--- src/rtl/rt_init_seq.sv ---
// Boot-image loader: streams words into dp_ram port B, then returns the port to the core and
// raises fetch_enable_o. Define RT_INIT_READBACK_EN to add read-back verification and err_addr_o.
module rt_init_seq #(
    parameter int ADDR_WIDTH   = 22,
    parameter int DATA_WIDTH   = 32,
    parameter int FUNCT_WIDTH  = 3,
    parameter int CNT_WIDTH    = 16,
    parameter int ACK_TIMEOUT  = 64,
    parameter int FLUSH_CYCLES = 3
) (
    input  logic                    clk_i,
    input  logic                    rst_i,
    input  logic                    start_i,
    input  logic [ADDR_WIDTH-1:0]   base_addr_i,
    input  logic [CNT_WIDTH-1:0]    num_words_i,
    input  logic                    src_valid_i,
    input  logic [DATA_WIDTH-1:0]   src_data_i,
    output logic                    src_ready_o,
    input  logic                    core_req_i,
    input  logic                    core_we_i,
    input  logic [ADDR_WIDTH-1:0]   core_addr_i,
    input  logic [DATA_WIDTH-1:0]   core_wdata_i,
    input  logic [DATA_WIDTH/8-1:0] core_be_i,
    input  logic [FUNCT_WIDTH-1:0]  core_funct_i,
    input  logic                    core_we_funct_i,
    input  logic [ADDR_WIDTH-1:0]   core_range_i,
    output logic                    core_gnt_o,
    output logic                    core_rvalid_o,
    output logic                    mem_en_o,
    output logic                    mem_we_o,
    output logic [ADDR_WIDTH-1:0]   mem_addr_o,
    output logic [DATA_WIDTH-1:0]   mem_wdata_o,
    output logic [DATA_WIDTH/8-1:0] mem_be_o,
    output logic [FUNCT_WIDTH-1:0]  mem_funct_o,
    output logic                    mem_we_funct_o,
    output logic [ADDR_WIDTH-1:0]   mem_range_o,
    input  logic                    mem_rvalid_i,
    input  logic [DATA_WIDTH-1:0]   mem_rdata_i,
    output logic                    busy_o,
    output logic                    done_o,
    output logic                    error_o,
`ifdef RT_INIT_READBACK_EN
    output logic [ADDR_WIDTH-1:0]   err_addr_o,
`endif
    output logic                    fetch_enable_o
);
    localparam int TMAX = (ACK_TIMEOUT > FLUSH_CYCLES) ? ACK_TIMEOUT : FLUSH_CYCLES;
    localparam int TW   = $clog2(TMAX + 1);
    localparam logic [TW-1:0] ACK_LIM   = TW'(ACK_TIMEOUT);
    localparam logic [TW-1:0] FLUSH_LIM = TW'(FLUSH_CYCLES);
    localparam logic [TW-1:0] TIMER_ONE = TW'(1);

    typedef enum logic [3:0] {
        S_IDLE, S_FETCH, S_ISSUE, S_WAIT_ACK, S_GAP, S_FLUSH, S_DONE, S_ERROR,
        S_VERIFY_RD, S_VERIFY_CHK
    } state_e;

    state_e                state_q, state_d;
    logic [ADDR_WIDTH-1:0] addr_q, addr_d;
    logic [CNT_WIDTH-1:0]  cnt_q, cnt_d, num_q, num_d;
    logic [DATA_WIDTH-1:0] word_q, word_d;
    logic [TW-1:0]         timer_q, timer_d;
    logic                  busy_q, busy_d, done_q, done_d, error_q, error_d;
    logic                  fetch_q, fetch_d, outst_q, outst_d;
    logic [ADDR_WIDTH-1:0] err_addr_q, err_addr_d;
    logic                  start_ok, timed_out, do_adv, do_fail;
    logic [CNT_WIDTH-1:0]  cnt_inc;

    assign cnt_inc   = cnt_q + 1'b1;
    assign timed_out = (timer_q == ACK_LIM);
    assign start_ok  = start_i && !outst_q && (state_q inside {S_IDLE, S_DONE, S_ERROR});

    always_comb begin
        state_d    = state_q;
        addr_d     = addr_q;
        cnt_d      = cnt_q;
        num_d      = num_q;
        word_d     = word_q;
        timer_d    = timer_q;
        busy_d     = busy_q;
        done_d     = done_q;
        error_d    = error_q;
        fetch_d    = fetch_q;
        err_addr_d = err_addr_q;
        do_adv     = 1'b0;
        do_fail    = 1'b0;
        outst_d    = core_gnt_o || (outst_q && !mem_rvalid_i);
        case (state_q)
            S_IDLE, S_DONE, S_ERROR: begin
                if (start_ok) begin
                    addr_d     = base_addr_i & ~ADDR_WIDTH'(3);
                    cnt_d      = '0;
                    num_d      = num_words_i;
                    timer_d    = TIMER_ONE;
                    busy_d     = 1'b1;
                    done_d     = 1'b0;
                    error_d    = 1'b0;
                    fetch_d    = 1'b0;
                    err_addr_d = '0;
                    state_d    = (num_words_i == '0) ? S_FLUSH : S_FETCH;
                end
            end
            S_FETCH: begin
                if (src_valid_i) begin
                    word_d  = src_data_i;
                    state_d = S_ISSUE;
                end
            end
            S_ISSUE: begin
                timer_d = TIMER_ONE;
                state_d = S_WAIT_ACK;
            end
            S_WAIT_ACK: begin
                // rvalid takes priority over a timer expiring in the same cycle
                if (mem_rvalid_i) begin
`ifdef RT_INIT_READBACK_EN
                    state_d = S_VERIFY_RD;
`else
                    state_d = S_GAP;
`endif
                end else if (timed_out) begin
                    do_fail = 1'b1;
                end else begin
                    timer_d = timer_q + 1'b1;
                end
            end
            S_GAP: do_adv = 1'b1;
            S_VERIFY_RD: begin
                timer_d = TIMER_ONE;
                state_d = S_VERIFY_CHK;
            end
            S_VERIFY_CHK: begin
                if (mem_rvalid_i) begin
                    if (mem_rdata_i != word_q) begin
                        do_fail    = 1'b1;
                        err_addr_d = addr_q;
                    end else begin
                        do_adv = 1'b1;
                    end
                end else if (timed_out) begin
                    do_fail = 1'b1;
                end else begin
                    timer_d = timer_q + 1'b1;
                end
            end
            S_FLUSH: begin
                if (timer_q >= FLUSH_LIM) begin
                    state_d = S_DONE;
                    done_d  = 1'b1;
                    fetch_d = 1'b1;
                    busy_d  = 1'b0;
                end else begin
                    timer_d = timer_q + 1'b1;
                end
            end
            default: state_d = S_IDLE;
        endcase
        if (do_adv) begin
            addr_d = addr_q + ADDR_WIDTH'(4);
            cnt_d  = cnt_inc;
            if (cnt_inc == num_q) begin
                state_d = S_FLUSH;
                timer_d = TIMER_ONE;
            end else begin
                state_d = S_FETCH;
            end
        end
        if (do_fail) begin
            state_d = S_ERROR;
            error_d = 1'b1;
            busy_d  = 1'b0;
            fetch_d = 1'b0;
        end
    end

    always_ff @(posedge clk_i) begin
        if (rst_i) begin
            state_q    <= S_IDLE;
            addr_q     <= '0;
            cnt_q      <= '0;
            num_q      <= '0;
            word_q     <= '0;
            timer_q    <= '0;
            busy_q     <= 1'b0;
            done_q     <= 1'b0;
            error_q    <= 1'b0;
            fetch_q    <= 1'b0;
            outst_q    <= 1'b0;
            err_addr_q <= '0;
        end else begin
            state_q    <= state_d;
            addr_q     <= addr_d;
            cnt_q      <= cnt_d;
            num_q      <= num_d;
            word_q     <= word_d;
            timer_q    <= timer_d;
            busy_q     <= busy_d;
            done_q     <= done_d;
            error_q    <= error_d;
            fetch_q    <= fetch_d;
            outst_q    <= outst_d;
            err_addr_q <= err_addr_d;
        end
    end

    // busy_q is exactly the set of sequencer-owned states, so it doubles as the port-B owner
    always_comb begin
        if (busy_q) begin
            mem_en_o       = (state_q == S_ISSUE) || (state_q == S_VERIFY_RD);
            mem_we_o       = (state_q == S_ISSUE);
            mem_addr_o     = addr_q;
            mem_wdata_o    = word_q;
            mem_be_o       = '1;
            mem_funct_o    = '0;
            mem_we_funct_o = 1'b0;
            mem_range_o    = '0;
            core_gnt_o     = 1'b0;
            core_rvalid_o  = 1'b0;
        end else begin
            mem_en_o       = core_req_i;
            mem_we_o       = core_we_i;
            mem_addr_o     = core_addr_i;
            mem_wdata_o    = core_wdata_i;
            mem_be_o       = core_be_i;
            mem_funct_o    = core_funct_i;
            mem_we_funct_o = core_we_funct_i;
            mem_range_o    = core_range_i;
            core_gnt_o     = core_req_i;
            core_rvalid_o  = mem_rvalid_i;
        end
    end

    assign src_ready_o    = (state_q == S_FETCH);
    assign busy_o         = busy_q;
    assign done_o         = done_q;
    assign error_o        = error_q;
    assign fetch_enable_o = fetch_q;
`ifdef RT_INIT_READBACK_EN
    assign err_addr_o     = err_addr_q;
`endif

endmodule
--- config.mk ---
export PLATFORM = sky130hd
export DESIGN_NAME = rt_init_seq
export DESIGN_NICKNAME = d
export VERILOG_FILES = /design/src/rtl/rt_init_seq.sv
export SDC_FILE = /design/constraint.sdc
export NUM_CORES = 1
export LEC_CHECK = 0
export BUFFER_PORTS_ARGS = -buffer_cell sky130_fd_sc_hd__clkbuf_2
export CELL_PAD_IN_SITES_DETAIL_PLACEMENT = 1
export CELL_PAD_IN_SITES_GLOBAL_PLACEMENT = 1
export CORE_ASPECT_RATIO = 1.25
export CORE_MARGIN = 4
export CORE_UTILIZATION = 24
export CTS_CLUSTER_DIAMETER = 40
export DETAILED_ROUTE_END_ITERATION = 12
export PLACE_DENSITY = 0.73
export SYNTH_ARGS = -nofsm -noshare
export SYNTH_HDL_FRONTEND = slang
export SYNTH_SLANG_ARGS = --single-unit
--- constraint.sdc ---
create_clock -name clk_i -period 2.8 [get_ports clk_i]
set_input_delay 0.56 -clock clk_i [delete_from_list [all_inputs] [get_ports clk_i]]
set_output_delay 0.56 -clock clk_i [all_outputs]
set_load 0.02 [all_outputs]
After elaboration in Yosys (flattened, before gate mapping). Cells that the tools add are included.

Add/sub/neg operators: 3. Magnitude comparators: 1. Equality and inequality tests: 24. Muxes and demuxes: 48. Reductions and logical operators: 27.

Operator list (count): $mux 22 (5); $mux 16 (3); $mux 7 (6); $mux 32 (1); $ne 32x32->1 (1); $pmux 4 s7 (1); $pmux 7 s4 (1); $mux 4 (6); $add 22x3->22 const B (1); $mux 1 (17); $add 16x1->16 const B (1); $eq 16x16->1 (1); $eq 4x3->1 const B (4); $logic_not 16->1 (1); $mux 3 (4); $ne 4x4->1 const B (3); $reduce_and 5->1 (2); $reduce_bool 2->1 (5); $ne 3x3->1 const B (3); $eq 4x2->1 const B (2); $eq 4x4->1 const B (2); $pmux 1 s2 (4); $reduce_and 2->1 (4); $reduce_or 2->1 (4); other kinds (16) (21).

Register bits: 102. Output and inout bits: 93. Logic and storage cells: 115.

Logic depth before layout (Yosys ltp).
Depth after elaboration: 7. Depth in mapped cells: 9. Gate-level depth less buffers: 8.

Worst setup path before layout. Ideal clock, no wire load.

Path kind: input to register. From: in mem_rdata_i[30]. To: reg addr_q[2]. Setup time: 0.128 ns. Arrival: 2.305 ns. Data required time: 2.672 ns. Slack: 0.367 ns. Stages: 9. Buffers on the path: 2. Cell sequence: xor2_1 -> nor4_1 -> nand4_1 -> o41a_1 -> and2_1 -> clkbuf_1 -> clkbuf_1 -> a221oi_1 -> nor2_1.

Longest elaborated chain between the ends: 6.

RTL lines: start: declaration (RTL line 38) `input logic [DATA_WIDTH-1:0] mem_rdata_i,`; $ne 32x32->1 * (RTL line 134) `if (mem_rdata_i != word_q) begin`; $mux 1 * (RTL line 134); $mux 1 * (RTL line 133) `if (mem_rvalid_i) begin`; $pmux 1 s2 * (RTL line 88) `case (state_q)`; $reduce_bool 2->1 (no source line); $reduce_and 2->1 (no source line); end signal: assignment (RTL line 192) `addr_q <= addr_d;`; end: declaration (RTL line 59) `logic [ADDR_WIDTH-1:0] addr_q, addr_d;`.

Mark *: on every way between the ends. The rest lies on a longest branch, timed or not. A chain may end at the register's enable or synchronous reset.

Worst setup path in the final report.
From: reg word_q[26]. To: reg addr_q[8].

Longest elaborated chain between the ends: 6.

RTL lines: start: declaration (RTL line 61) `logic [DATA_WIDTH-1:0] word_q, word_d;`; start signal: assignment (RTL line 195) `word_q <= word_d;`; $ne 32x32->1 * (RTL line 134); $mux 1 * (RTL line 134); $mux 1 * (RTL line 133); $pmux 1 s2 * (RTL line 88); $reduce_bool 2->1 (no source line); $reduce_and 2->1 (no source line).

Marked as above.

==> flow_metrics.tcl <==
set metrics [dict create \
    p_int_uw 3400 \
    synth_warnings 0 \
    critPathMaxStageDelay_ps 540 \
    cts-root-buf "clkbuf_16" \
    floorplan.die.width_um 153 \
    ios 286 \
    wl_met2_um 12200 \
    std_cell_rows 66 \
    arrival_ps 2920 \
    drtIter0Drc 290 \
    final_max_slew_viol_count 0 \
    drive_gt1_share_pct 38.8 \
    highest_layer "met5" \
    cp_max_fo 8 \
    setup-tns-final_ps 0 \
    crit_required_ps 3080 \
    p_total_uw 5810 \
    synth_nets 1015 \
    firstDrtPassIters 4 \
    drt-met1-wl_um 10300 \
    gp_congestion 0.870 \
    wire_per_inst_um 16.8 \
    maxCapViolCount 0 \
    port-buffer-count 283 \
    tightest_slew_ps 708 \
    ir_worst_vdd_v 0.000357 \
    cp-end-kind "flip-flop" \
    clock_latency_ps 350 \
    hold_violations 0 \
    clock_sinks 100 \
    antenna_left 0 \
    rsz0062_at_grt "false" \
    fp.dieH_um 189 \
    status "finished, final reports clean" \
    path_common_cell "buf_4" \
    final_nets 1302 \
    yosysSeqAreaShare_pct 31.8 \
    drc 0 \
    worst_hold_slack_ps 420 \
    synthTopCellsByArea "dfxtp_1 32%, mux2_2 9.5%, nand2_1 8.4%, a21oi_1 7.4%, xor2_1 6.0%" \
    pwr-share-clk_pct 22.9 \
    antenna_found_initial 1 \
    netlist_area_sq_um 6290 \
    synth.most_common_cell "nand2_1" \
    setup_violations 0 \
    swShare_pct 41.5 \
    synth_flop_cell "dfxtp_1" \
    cts_tree "built" \
    grt_usage_pct 15.9 \
    yosysTopAreaCell "dfxtp_1" \
    antennaDiodeCount 0 \
    place_hpwl_um 19000 \
    crit_chain "xor2_1 -> nor4_2 -> buf_4 -> nand4_1 -> o41a_4 -> buf_4 -> nor3b_1 -> mux2_2 -> a21oi_1" \
    slew_headroom_pct 52.8 \
    syn-instance-count 818 \
    finalWirelength_um 24400 \
    worstSetupStartpointType "flip-flop" \
    coreArea_sq_um 25900 \
    critPathKind "flip-flop to flip-flop" \
    synthArstFlopShare_pct 0 \
    pwr-share-comb_pct 44.1 \
    h-tree-depth 3 \
    vias 6918 \
    grt_pass1_vias 7030 \
    timing.final.crit_share_pct 94.2 \
    seqPwrFrac_pct 33.0 \
    fin_skew_ps 8.37 \
    worst_path_max_delay_cell "o41a_4" \
    cts_buffers 9 \
    fmax_mhz 379 \
    p_leak_uw 0.00382 \
    ys_seq_elements 100 \
    synthTopCellsByCount "140 x nand2_1, 100 x dfxtp_1, 93 x a21oi_1" \
    synth_edf_count 0 \
    placed_area_sq_um 8280 \
    wl_met3_um 1370 \
    switchingPower_uw 2410 \
    grt_max_degree 58 \
    grt_pass1_wl_um 37700 \
    final.min_clock_period_ps 2640 \
    overflow 0 \
    dieArea_sq_um 28900 \
    hp-class "input pin to flip-flop" \
    clkTransAtPathRegs_ps 80 \
    syn_to_final_growth_pct 38.1 \
    hold_buffers 0 \
    start_util_pct 24.2 \
    synthDistinctLibCells 64 \
    clockBufferDepth 2 \
    fin_area_sq_um 8690 \
    final_util_pct 33.5 \
    viasPerCell 4.77 \
    fill_cells 3276 \
    syn_avg_cell_area_sq_um 7.69 \
    cellPowerDensity_nw_per_um2 669 \
    synth.top_cell.area_share_pct 31.8 \
]
[area by class of cell]
class	instances	area [sq um]	share of cell area [%]
clock buffers	9	225	2.59
clock inverters	7	83.8	0.965
inverters	14	52.6	0.605
multi-input cells	650	4080	46.9
flip-flops and latches	100	2010	23.1
well taps	340	425	4.90
repair buffers	330	1810	20.9
[power groups by stage]
stage	Sequential, uW	Combinational (uW)	Clock [uW]
3_3_place_gp	1940	2470	0
3_5_place_dp	1950	2530	0
2_1_floorplan	1800	1700	0
6_report	1910	2560	1330
5_1_grt	1960	2820	1430
4_1_cts	1920	2550	1380
[kinds of logic (layout without fill, tap and decap cells)]
group / after synthesis / count (layout) / synth area share [%]
multiplexers: 53 / 53 / 9.49
adder cells (fa/ha/maj): 4 / 4 / 0.796
flip-flops: 100 / 100 / 31.8
XOR/XNOR: 52 / 52 / 7.24
AND/OR/NAND/NOR: 358 / 358 / 28.9
buffers and inverters: 68 / 360 / 4.52
AO/OA/AOI/OAI: 183 / 183 / 17.3
[per-layer routing]
layer / track usage, % / vias to the layer above
met1: 19.4 / 3261
met2: 28.0 / 189
met3: 3.50 / 32
met5: 0 / -
li1: - / 3434
met4: 4.80 / 2
[registers in the layout (all words and copies together) (netlist names)]
| name | count |
|---|---|
| cnt_q | 16 |
| error_o | 1 |
| timer_q | 7 |
| outst_q | 1 |
| busy_o | 1 |
| num_q | 16 |
| done_o | 1 |
| addr_q | 20 |
| word_q | 32 |
| state_q | 4 |
| fetch_enable_o | 1 |
[per-stage QoR]
step	worst slack (ps)	instances
global placement	-395	1433
global route	9.54	1450
detailed placement	-417	1433
finish	163	1450
floorplan	367	818
CTS	2.86	1449
[layout by cell type, fill, tap and decap left out, types with 4 or more instances in the layout]
cell | netlist | routed
o21ai_0 | 34 | 34
nand3_1 | 21 | 20
o31a_1 | 4 | 4
mux2_2 | 53 | 53
and3_1 | 12 | 12
xnor2_1 | 9 | 9
nor2b_1 | 39 | 39
nand2_1 | 140 | 140
clkbuf_2 | 2 | 282
a21oi_1 | 93 | 93
nand4_1 | 9 | 9
or2_2 | 6 | 6
clkbuf_16 | 0 | 10
a31oi_1 | 14 | 14
dfxtp_1 | 100 | 98
nor2_1 | 42 | 41
nand2b_1 | 9 | 8
inv_1 | 14 | 14
nor4_1 | 20 | 15
nand3b_1 | 4 | 4
xor2_1 | 43 | 43
or3_1 | 22 | 22
and2_1 | 5 | 5
nor4_2 | 1 | 4
buf_4 | 0 | 45
nor3_1 | 9 | 9
o211ai_1 | 10 | 10
ha_1 | 4 | 4
[worst paths after layout]
check / startpoint / end / slack [ps] / cells after the start
worst max-delay path: word_q[26] / addr_q[8] / 160 / 9
worst min-delay path: src_data_i[28] / word_q[28] / 420 / 3
worst max register to register: word_q[26] / addr_q[8] / 160 / 9
worst min register to register: error_o / error_o / 460 / 2
[critical path, delay by kind of cell (launching register included)]
kind / cells / cell delay (ps)
XOR/XNOR: 1 / 170
buffers and inverters: 2 / 340
flip-flops: 1 / 340
AND/OR/NAND/NOR: 3 / 670
multiplexers: 1 / 350
AO/OA/AOI/OAI: 2 / 670
[repair_timing]
action | 4_1_cts | 5_1_grt
cloned | 0 | 1
endpoints found under the setup margin | 21 | 24
buffers inserted | 0 | 0
resized for setup | 3 | 10
pin swaps | 1 | 2
No activity file was read; power rests on OpenSTA's default activity.
